**config.mk**
```make
export PLATFORM = sky130hd
export DESIGN_NAME = scariv_lsu_replay_selq
export DESIGN_NICKNAME = d
export VERILOG_FILES = /design/src/rtl/scariv_lsu_replay_selq.sv
export SDC_FILE = /design/constraint.sdc
export NUM_CORES = 1
export LEC_CHECK = 0
export CAP_MARGIN = 5
export CORE_ASPECT_RATIO = 1.75
export CORE_MARGIN = 1.5
export CORE_UTILIZATION = 37
export CTS_CLUSTER_SIZE = 10
export DETAILED_ROUTE_END_ITERATION = 16
export PLACE_DENSITY = 0.68
export SLEW_MARGIN = 20
export SYNTH_ARGS = -nofsm -noshare
export SYNTH_HDL_FRONTEND = slang
export SYNTH_SLANG_ARGS = --single-unit
```
**constraint.sdc**
```tcl
create_clock -name i_clk -period 5.05 [get_ports i_clk]
set_clock_uncertainty 0.15 [all_clocks]
set_input_delay 0.505 -clock i_clk [delete_from_list [all_inputs] [get_ports i_clk]]
set_output_delay 0.505 -clock i_clk [all_outputs]
set_load 0.05 [all_outputs]
```
**src/rtl/scariv_lsu_replay_selq.sv**
```systemverilog
// Age-matrix LSU replay queue: replays the oldest entry whose hazard has resolved; flushes free entries in place.
// Optional macro SCARIV_REPLAY_TIMEOUT_EN adds a per-entry watchdog that forces a starved entry ready.
module scariv_lsu_replay_selq #(
    parameter int DEPTH     = 8,
    parameter int PAYLOAD_W = 64,
    parameter int HAZ_IDX_W = 8,
    parameter int CMT_ID_W  = 6,
    parameter int GRP_W     = 4,
    parameter int TIMEOUT_W = 6
) (
    input  logic                         i_clk,
    input  logic                         i_reset_n,
    input  logic                         i_push_valid,
    input  logic [CMT_ID_W-1:0]          i_push_cmt_id,
    input  logic [GRP_W-1:0]             i_push_grp_id,
    input  logic [2:0]                   i_push_haz_typ,
    input  logic [HAZ_IDX_W-1:0]         i_push_haz_idx,
    input  logic [PAYLOAD_W-1:0]         i_push_payload,
    output logic                         o_full,
    output logic [$clog2(DEPTH+1)-1:0]   o_count,
    output logic                         o_rep_valid,
    input  logic                         i_rep_ready,
    output logic [CMT_ID_W-1:0]          o_rep_cmt_id,
    output logic [GRP_W-1:0]             o_rep_grp_id,
    output logic [PAYLOAD_W-1:0]         o_rep_payload,
    input  logic                         i_flush_all,
    input  logic                         i_br_valid,
    input  logic                         i_br_mispredict,
    input  logic [CMT_ID_W-1:0]          i_br_cmt_id,
    input  logic [GRP_W-1:0]             i_br_grp_id,
    input  logic [CMT_ID_W-1:0]          i_rob_cmt_id,
    input  logic [GRP_W-1:0]             i_rob_done_grp,
    input  logic [HAZ_IDX_W-1:0]         i_stq_resolve_idx,
    input  logic                         i_missu_resolve_valid,
    input  logic [HAZ_IDX_W-1:0]         i_missu_resolve_oh,
    input  logic [HAZ_IDX_W-1:0]         i_missu_entry_valids,
    input  logic                         i_missu_full,
    input  logic                         i_missu_empty,
    input  logic                         i_st_buffer_empty
);
    localparam int CNT_W = $clog2(DEPTH+1);

    localparam logic [2:0] HAZ_STQ_NONFWD     = 3'd0;
    localparam logic [2:0] HAZ_RMW_ORDER      = 3'd1;
    localparam logic [2:0] HAZ_L1D_CONFLICT   = 3'd2;
    localparam logic [2:0] HAZ_MISSU_FULL     = 3'd3;
    localparam logic [2:0] HAZ_MISSU_ASSIGNED = 3'd4;
    localparam logic [2:0] HAZ_VSTQ_HAZ       = 3'd5;

    if (DEPTH < 2 || TIMEOUT_W < 1) begin : g_param_chk
        $error("scariv_lsu_replay_selq: DEPTH must be >= 2 and TIMEOUT_W >= 1");
    end

    logic [DEPTH-1:0]     valid_reg;
    logic [DEPTH-1:0]     resolved_reg;
    logic [DEPTH-1:0]     age_reg [DEPTH];   // age_reg[i][j]: entry i is older than entry j
    logic                 full_reg;
    logic [CNT_W-1:0]     count_reg;
    logic [CMT_ID_W-1:0]  cmt_id_reg  [DEPTH];
    logic [GRP_W-1:0]     grp_id_reg  [DEPTH];
    logic [2:0]           haz_typ_reg [DEPTH];
    logic [HAZ_IDX_W-1:0] haz_idx_reg [DEPTH];
    logic [PAYLOAD_W-1:0] payload_reg [DEPTH];

    logic                 push_fire;
    logic                 rep_valid;
    logic [DEPTH-1:0]     push_oh;
    logic [DEPTH-1:0]     push_we;
    logic [DEPTH-1:0]     resolve_now;
    logic [DEPTH-1:0]     timeout;
    logic [DEPTH-1:0]     ready;
    logic [DEPTH-1:0]     sel_oh;
    logic [DEPTH-1:0]     pop_oh;
    logic [DEPTH-1:0]     flush_oh;
    logic [DEPTH-1:0]     valid_next;
    logic [CNT_W-1:0]     count_next;

    // Push is gated by the registered full flag, so a slot freed this cycle is not reused until the next.
    assign push_fire = i_push_valid & ~full_reg;

    always_comb begin
        push_oh = '0;
        for (int i = DEPTH-1; i >= 0; i--) begin
            if (!valid_reg[i]) begin
                push_oh    = '0;
                push_oh[i] = 1'b1;
            end
        end
    end

    assign push_we = push_oh & {DEPTH{push_fire}};

    for (genvar gi = 0; gi < DEPTH; gi++) begin : g_entry
        logic [GRP_W-1:0] grp_m1;
        logic [DEPTH-1:0] older_col;
        logic             oldest;
        logic             cmt_gt;
        logic             cmt_wrap;
        logic             younger;
        logic             res_cond;

        assign grp_m1 = grp_id_reg[gi] - GRP_W'(1);
        assign oldest = (cmt_id_reg[gi] == i_rob_cmt_id) &&
                        ((i_rob_done_grp & grp_m1) == grp_m1);

        always_comb begin
            res_cond = 1'b0;
            case (haz_typ_reg[gi])
                HAZ_STQ_NONFWD:     res_cond = (haz_idx_reg[gi] & ~i_stq_resolve_idx) == '0;
                HAZ_RMW_ORDER:      res_cond = oldest & i_st_buffer_empty & i_missu_empty;
                HAZ_L1D_CONFLICT:   res_cond = 1'b1;
                HAZ_MISSU_FULL:     res_cond = ~i_missu_full;
                HAZ_MISSU_ASSIGNED: res_cond = (i_missu_resolve_valid && (i_missu_resolve_oh == haz_idx_reg[gi])) ||
                                               ((haz_idx_reg[gi] & i_missu_entry_valids) == '0);
                HAZ_VSTQ_HAZ:       res_cond = oldest;
                default:            res_cond = 1'b0;
            endcase
        end
        assign resolve_now[gi] = res_cond;

        // Wrap bit flips the sense of the low-bit comparison.
        assign cmt_gt   = cmt_id_reg[gi][CMT_ID_W-2:0] > i_br_cmt_id[CMT_ID_W-2:0];
        assign cmt_wrap = cmt_id_reg[gi][CMT_ID_W-1] != i_br_cmt_id[CMT_ID_W-1];
        assign younger  = (cmt_gt ^ cmt_wrap) ||
                          ((cmt_id_reg[gi] == i_br_cmt_id) && (grp_id_reg[gi] > i_br_grp_id));

        assign flush_oh[gi] = valid_reg[gi] & (i_flush_all | (i_br_valid & i_br_mispredict & younger));
        assign ready[gi]    = valid_reg[gi] & (resolved_reg[gi] | timeout[gi]);

        for (genvar gj = 0; gj < DEPTH; gj++) begin : g_col
            assign older_col[gj] = age_reg[gj][gi];
        end
        assign sel_oh[gi] = ready[gi] & ~|(ready & older_col);
    end

    assign rep_valid = |ready;
    assign pop_oh    = sel_oh & {DEPTH{rep_valid & i_rep_ready}};

    always_comb begin
        o_rep_cmt_id  = '0;
        o_rep_grp_id  = '0;
        o_rep_payload = '0;
        for (int i = 0; i < DEPTH; i++) begin
            if (sel_oh[i]) begin
                o_rep_cmt_id  = o_rep_cmt_id  | cmt_id_reg[i];
                o_rep_grp_id  = o_rep_grp_id  | grp_id_reg[i];
                o_rep_payload = o_rep_payload | payload_reg[i];
            end
        end
    end

    assign valid_next = (valid_reg & ~pop_oh & ~flush_oh) | push_we;

    always_comb begin
        count_next = '0;
        for (int i = 0; i < DEPTH; i++) begin
            count_next = count_next + CNT_W'(valid_next[i]);
        end
    end

    always_ff @(posedge i_clk or negedge i_reset_n) begin
        if (!i_reset_n) begin
            valid_reg    <= '0;
            resolved_reg <= '0;
            full_reg     <= 1'b0;
            count_reg    <= '0;
            for (int i = 0; i < DEPTH; i++) begin
                age_reg[i] <= '0;
            end
        end else begin
            valid_reg    <= valid_next;
            count_reg    <= count_next;
            full_reg     <= (count_next == CNT_W'(DEPTH));
            resolved_reg <= (resolved_reg | (valid_reg & resolve_now)) & ~push_we;
            for (int i = 0; i < DEPTH; i++) begin
                for (int j = 0; j < DEPTH; j++) begin
                    if (push_we[j]) begin
                        age_reg[i][j] <= valid_reg[i];
                    end else if (push_we[i] || pop_oh[j]) begin
                        age_reg[i][j] <= 1'b0;
                    end
                end
            end
        end
    end

    // Entry contents only matter while valid, so they carry no reset.
    always_ff @(posedge i_clk) begin
        for (int i = 0; i < DEPTH; i++) begin
            if (push_we[i]) begin
                cmt_id_reg[i]  <= i_push_cmt_id;
                grp_id_reg[i]  <= i_push_grp_id;
                haz_typ_reg[i] <= i_push_haz_typ;
                haz_idx_reg[i] <= i_push_haz_idx;
                payload_reg[i] <= i_push_payload;
            end
        end
    end

`ifdef SCARIV_REPLAY_TIMEOUT_EN
    logic [TIMEOUT_W-1:0] tmo_cnt_reg [DEPTH];

    for (genvar gi = 0; gi < DEPTH; gi++) begin : g_tmo
        assign timeout[gi] = &tmo_cnt_reg[gi];
    end

    always_ff @(posedge i_clk or negedge i_reset_n) begin
        if (!i_reset_n) begin
            for (int i = 0; i < DEPTH; i++) begin
                tmo_cnt_reg[i] <= '0;
            end
        end else begin
            for (int i = 0; i < DEPTH; i++) begin
                if (push_we[i]) begin
                    tmo_cnt_reg[i] <= '0;
                end else if (valid_reg[i] && !resolved_reg[i] && !timeout[i]) begin
                    tmo_cnt_reg[i] <= tmo_cnt_reg[i] + TIMEOUT_W'(1);
                end
            end
        end
    end
`else
    assign timeout = '0;
`endif

    assign o_full      = full_reg;
    assign o_count     = count_reg;
    assign o_rep_valid = rep_valid;

endmodule

```
==> results of run 1 <==
==> layout make-up <==
class	count	area (sq um)
Fill cell	7423	46900
Tap cell	1152	1440
Multi-Input combinational cell	1124	8580
Sequential cell	765	22500
Timing Repair Buffer	349	3320
Clock buffer	111	2280
Antenna cell	2	5.00
Clock inverter	7	136
Inverter	74	298
==> critical path, stage by stage (launching register included) <==
cell,delay [ns]
dfrtp_1,0.49
buf_4,0.23
nand3_1,0.09
nand4_1,0.19
nor3_4,0.18
buf_4,0.52
buf_6,0.46
a222oi_1,0.21
nand3_1,0.28
clkdlybuf4s50_1,0.87
==> cells by family after synthesis <==
| logic type | share of synthesized area (%) |
|---|---|
| AOI/OAI and AO/OA | 12.3 |
| xor gates and xnor gates | 3.71 |
| adders and majority gates | 3.51 |
| buffers and inverters | 2.63 |
| DFF | 70.7 |
| and+or+nand+nor | 7.11 |
==> where the power goes <==
part | switching [uW] | internal (uW)
sequential | 120 | 7150
combinational | 1390 | 676
clock | 2410 | 3140
==> synthesized netlist by cell type (9+ instances only) <==
cell,n
buf_2,47
nor2b_1,18
nor3_1,22
dfrtp_1,85
a22o_1,12
nor2_1,38
a31o_2,13
xnor2_1,80
o21ai_0,27
a211oi_1,18
edfxtp_1,680
a32o_1,10
inv_1,72
a21oi_1,43
and2_1,9
nand2_1,67
nand3_1,179
nand4_1,34
a22oi_1,94
o22ai_1,15
xor2_1,55
nor4_1,18
a221oi_1,14
clkbuf_1,60
ha_1,83
a222oi_1,156
==> layer usage <==
layer,vias to the layer above,global-route usage [%],wire length (microns)
met1,10800,27.7,37500
met2,1332,41.1,52800
met4,28,16.9,7940
li1,9135,-,-
met3,392,5.23,9270
met5,-,0,184
==> through the flow <==
step | hold WS (ns) | std cells
6_report | 0.154 | 3584
5_1_grt | 0.187 | 3583
4_1_cts | 0.140 | 3581
3_5_place_dp | 0.297 | 3462
3_3_place_gp | 0.290 | 3462
2_1_floorplan | 0.0594 | 2087
==> path summary, 6_finish.rpt <==
check,startpoint,to,slack [ns],cells past startpoint
worst max-delay path,valid_reg[5],o_rep_payload[46],0.13,9
worst min-delay path,i_reset_n,age_reg[5],0.15,2
worst max register to register,resolved_reg[0],o_full,0.21,15
worst min register to register,age_reg[14],age_reg[14],0.33,1
max in group asynchronous,i_reset_n,resolved_reg[5],3.45,3
min in group i_clk,age_reg[14],age_reg[14],0.33,1
==> timing repair <==
action / 4_1_cts / 5_1_grt
hold endpoints to repair: 27 / 0
hold buffers: 1 / 0
pin swaps: 1 / 4
buffers inserted: 0 / 1
endpoints found under the setup margin: 16 / 5
gates resized for setup: 4 / 11
==> flow_summary_export.csv, run 1 <==
group,metric,value,unit
floorplan,num_io_pins,220,
yosys,post_synth.cell_area_avg,15.3,sq um
placement,port_buffers,219,
floorplan,start_util,37.3,%
clocking,cts_root_buffer,"clkbuf_16",
route,via_per_inst,6.05,
layout,largest_reg_flops,512,
critical_path,crit_path_end_kind,"output port",
critical_path,cp_data_arrival_time,4.27,ns
yosys,async_reset_ff_share,11.1,%
critical_path,path_max_fanout,39,
global_routing,overflow,0,
power_and_ir_drop,power.leakage,0.0133,uW
power_and_ir_drop,power_density,385,nW/um^2
layout,post-route-util,45.2,%
layout,areaGrowthSynthToFinish,21.1,%
floorplan,die_area,88000,sq um
yosys,synth_enable_flop_cells,680,
layout,final_common_cell,"edfxtp_1",
sta,drv_slew,0,
critical_path,startpoint_type,"register",
yosys,yosys_warnings,0,
floorplan,die_w,225,microns
placement,hpwl,68000,microns
yosys,yosysTopAreaCellShare,64.1,%
sta,setup_viol,0,
yosys,seq_area_frac_synth,70.7,%
yosys,synthCells,2087,
route,vias,21700,
global_routing,track_usage,24.4,%
run_status,status,"finished clean",
clocking,cts_tree,"built",
route,drc_errors,0,
floorplan,core,85500,sq um
sta,fmax,0.203,GHz
sta,slew-limit-headroom,25.0,%
route,dr.pass1.iters,10,
critical_path,required,4.39,ns
sta,tns,0,ns
floorplan,die_y,391,microns
floorplan,num_rows,142,
flow_run,cap_violations,0,
global_routing,grt_max_degree,97,
sta,hold_violations,0,
clocking,cts.sinks,765,
yosys,syn_nets,2314,
clocking,h-tree-depth,3,
sta,period_needed,4.92,ns
sta,worstMarginPinSlew,1.11,ns
yosys,yosysTopAreaCell,"edfxtp_1",
yosys,yosys-top-cells-area,"edfxtp_1, dfrtp_1, a222oi_1, ha_1, nand3_1",
yosys,ys_ff_latch,765,
yosys,netlist_area,31900,sq um
route,drt_iter0_drc,2543,
clocking,insertion_delay,0.70,ns
global_routing,grt_pass1_wl,155000,microns
critical_path,critical_path_class,"register to output port",
sta,worst_slack,0.127,ns
clocking,clockBufferDepth,3,
route,postRouteAntennaNets,0,
route,wirelength,108000,microns
layout,drive_above_1_share,11.5,%
worst_hold_path,hold_class,"input pin to async pin",
route,routedWlPerCell,30.0,microns
placement,routabilityCongestion,0.981,
layout,design_area,38600,sq um
clocking,cts_buffers,86,
global_routing,grt_antenna_before_repair,16,
yosys,synth_cell_type_count,77,
global_routing,grt_pass1_vias,22400,
placement,preCtsSetupSlack,-0.766,ns
layout,final_nets,2627,
power_and_ir_drop,max-vdd-ir-drop,344,uV
clocking,cts.clk_slew.worst_paths,0.05,ns
placement,place_area,36100,sq um
power_and_ir_drop,total_power,14900,uW
yosys,ys.flop_type,"edfxtp_1",
sta,period_share,97.5,%
layout,final_cell_mix,"edfxtp_1, clkdlybuf4s50_1, nand3_1",
No activity file was read; power rests on OpenSTA's default activity.
==> inputs of run 2 (changes only) <==
REMOVE_ABC_BUFFERS = 1   (was not set)
==> run 2 against run 1 <==
  * Utilization hardly changed
  * Via count is 0.14% higher
  * Combinational power hardly changed
  * Final area hardly changed
  * Register-to-register slack worse by 0.08 ns
  * Cell count hardly changed
  * Sequential cell count stayed put
  * Hold slack better by 0.022 ns
  * Critical path depth is 9 higher
  * Critical path type is now register to register
  * First-iteration DRC count is 14% higher
  * Global-route usage is 0.19 points higher
==> flow_summary_export.csv, run 2 (synthesized netlist as in run 1, its figures left out) <==
group,metric,value,unit
power_and_ir_drop,max-vdd-ir-drop,327,uV
placement,routabilityCongestion,0.989,
clocking,clockBufferDepth,3,
floorplan,die_w,225,microns
critical_path,r2r_cells,18,
sta,rsz0062_at_grt,"true",
power_and_ir_drop,power_density,385,nW/um^2
critical_path,critical_path_class,"register to register",
clocking,cts_buffers,86,
power_and_ir_drop,clockPowerShare,37.2,%
sta,fmax,0.203,GHz
route,postRouteAntennaNets,0,
power_and_ir_drop,switching_share,26.1,%
layout,seq_area,22500,sq um
layout,multi_input_area,8590,sq um
layout,areaGrowthSynthToFinish,21.2,%
flow_run,cap_violations,0,
critical_path,cp-startpoint,"cmt_id_reg[0][19]",
worst_hold_path,hold_class,"input pin to async pin",
layout,final_nets,2629,
placement,port_buffers,219,
power_and_ir_drop,p_int,11000,uW
critical_path,crit_path_end_kind,"register",
clocking,cts.sinks,765,
critical_path,r2r-start,"cmt_id_reg[0][19]",
floorplan,die_area,88000,sq um
floorplan,num_rows,142,
power_and_ir_drop,combPwrFrac,13.8,%
critical_path,cpMaxStageDelayCell,"fa_1",
critical_path,crit_buf_inv,5,
global_routing,grt_pass1_vias,22400,
layout,n_fill_cell,7443,
critical_path,required,5.47,ns
layout,final_common_cell,"edfxtp_1",
sta,period_needed,4.92,ns
clocking,insertion_delay,0.68,ns
critical_path,cp.depth,18,
power_and_ir_drop,p_switching,3880,uW
layout,drive_above_1_share,11.7,%
clocking,cts_tree,"built",
sta,slew-limit-headroom,35.0,%
sta,worstMarginPinSlew,0.975,ns
sta,final.hold.worst_slack,0.176,ns
global_routing,overflow,0,
sta,period_share,97.5,%
global_routing,grt_antenna_before_repair,12,
power_and_ir_drop,power.leakage,0.0133,uW
power_and_ir_drop,seq_power_share,48.9,%
route,dr.pass1.iters,9,
layout,largest_reg_flops,512,
sta,drv_slew,0,
route,drt_iter0_drc,2902,
sta,hold_violations,0,
floorplan,start_util,37.3,%
route,wirelength,108000,microns
route,via_per_inst,6.06,
clocking,cts_root_buffer,"clkbuf_16",
layout,final_cell_mix,"edfxtp_1, clkdlybuf4s50_1, nand3_1",
sta,setup_viol,0,
floorplan,core,85500,sq um
global_routing,track_usage,24.6,%
critical_path,cpLargestDelayFamily,"adder cells",
floorplan,die_y,391,microns
floorplan,num_io_pins,220,
critical_path,cp_slowest_stage_delay,0.54,ns
clocking,h-tree-depth,3,
run_status,status,"finished clean",
global_routing,grt_pass1_wl,155000,microns
critical_path,startpoint_type,"register",
route,vias,21700,
critical_path,cp_data_arrival_time,5.34,ns
route,routedWlPerCell,30.3,microns
placement,hpwl,68000,microns
critical_path,cp_cell_sequence,"buf_6 > ha_4 > nor2b_1 > o31ai_1 > a21oi_2 > a311oi_2 > a211oi_2 > o41ai_2 > fa_1 > fa_1 > inv_1 > fa_1 > inv_1 > ha_2 > inv_1 > fa_1 > inv_1 > nor4b_2",
critical_path,path_max_fanout,2,
clocking,cts.clk_slew.worst_paths,0.06,ns
global_routing,grt_max_degree,97,
layout,post-route-util,45.2,%
route,drc_errors,0,
==> run 2: cell types whose count changed in the layout (fill, tap and decap cells not counted), sizes merged <==
cell	delta
buf	+2
clkbuf	-2
clkdlybuf4s50	+2
clkinv	-1
diode	+3
dlymetal6s2s	-2
inv	-1
==> run 2: power groups by stage <==
stage / registers, uW / logic (uW) / clock network [uW]
final: 7280 / 2060 / 5530
after global routing: 7280 / 2160 / 5870
after CTS: 7270 / 2040 / 5650
after detailed placement: 7400 / 2030 / 0
after global placement: 7390 / 2010 / 0
after floorplan: 7400 / 1010 / 0
==> run 2: layout make-up <==
cell class	instances	share of cell area [%]
timing repair buffer	351	8.68
sequential	765	58.4
inverter	74	0.771
tap	1152	3.73
antenna	5	0.0324
clock buffer	109	5.96
clock inverter	5	0.233
multi-input combinational	1124	22.2
==> run 2: what timing repair did <==
action | 4_1_cts | 5_1_grt
pin swaps | 2 | 8
hold buffers | 1 | 0
gates resized for setup | 2 | 13
hold endpoints to repair | 26 | 0
setup buffers | 1 | 4
setup endpoints to repair | 5 | 16
==> run 2: worst paths after layout <==
path	endpoint	slack (ns)
worst max-delay path	o_full	0.13
worst min-delay path	age_reg[35]	0.18
worst max register to register	o_full	0.13
worst min register to register	age_reg[21]	0.33
max in group asynchronous	age_reg[54]	3.41
min in group i_clk	age_reg[21]	0.33
==> run 2: per-stage QoR <==
step,setup slack [ns],cells,power [uW],instance area (sq um),setup TNS [ns]
finish,0.125,3585,14900,38600,0
CTS,0.0227,3576,15000,38500,0
global placement,-0.562,3460,9400,36100,-1.45
global route,-0.120,3584,15300,38600,-0.194
floorplan,-2.96,1963,8410,31300,-119.39
detailed placement,-0.647,3460,9430,36100,-1.73
==> run 2: layer usage <==
| metal | GRT usage [%] | share of wire, % | vias to the layer above |
|---|---|---|---|
| li1 | - | - | 9147 |
| met1 | 28.0 | 36 | 11000 |
| met2 | 41.9 | 50 | 1262 |
| met3 | 5.97 | 8.7 | 313 |
| met4 | 14.4 | 5.8 | 10 |
| met5 | 0 | 0.060 | - |
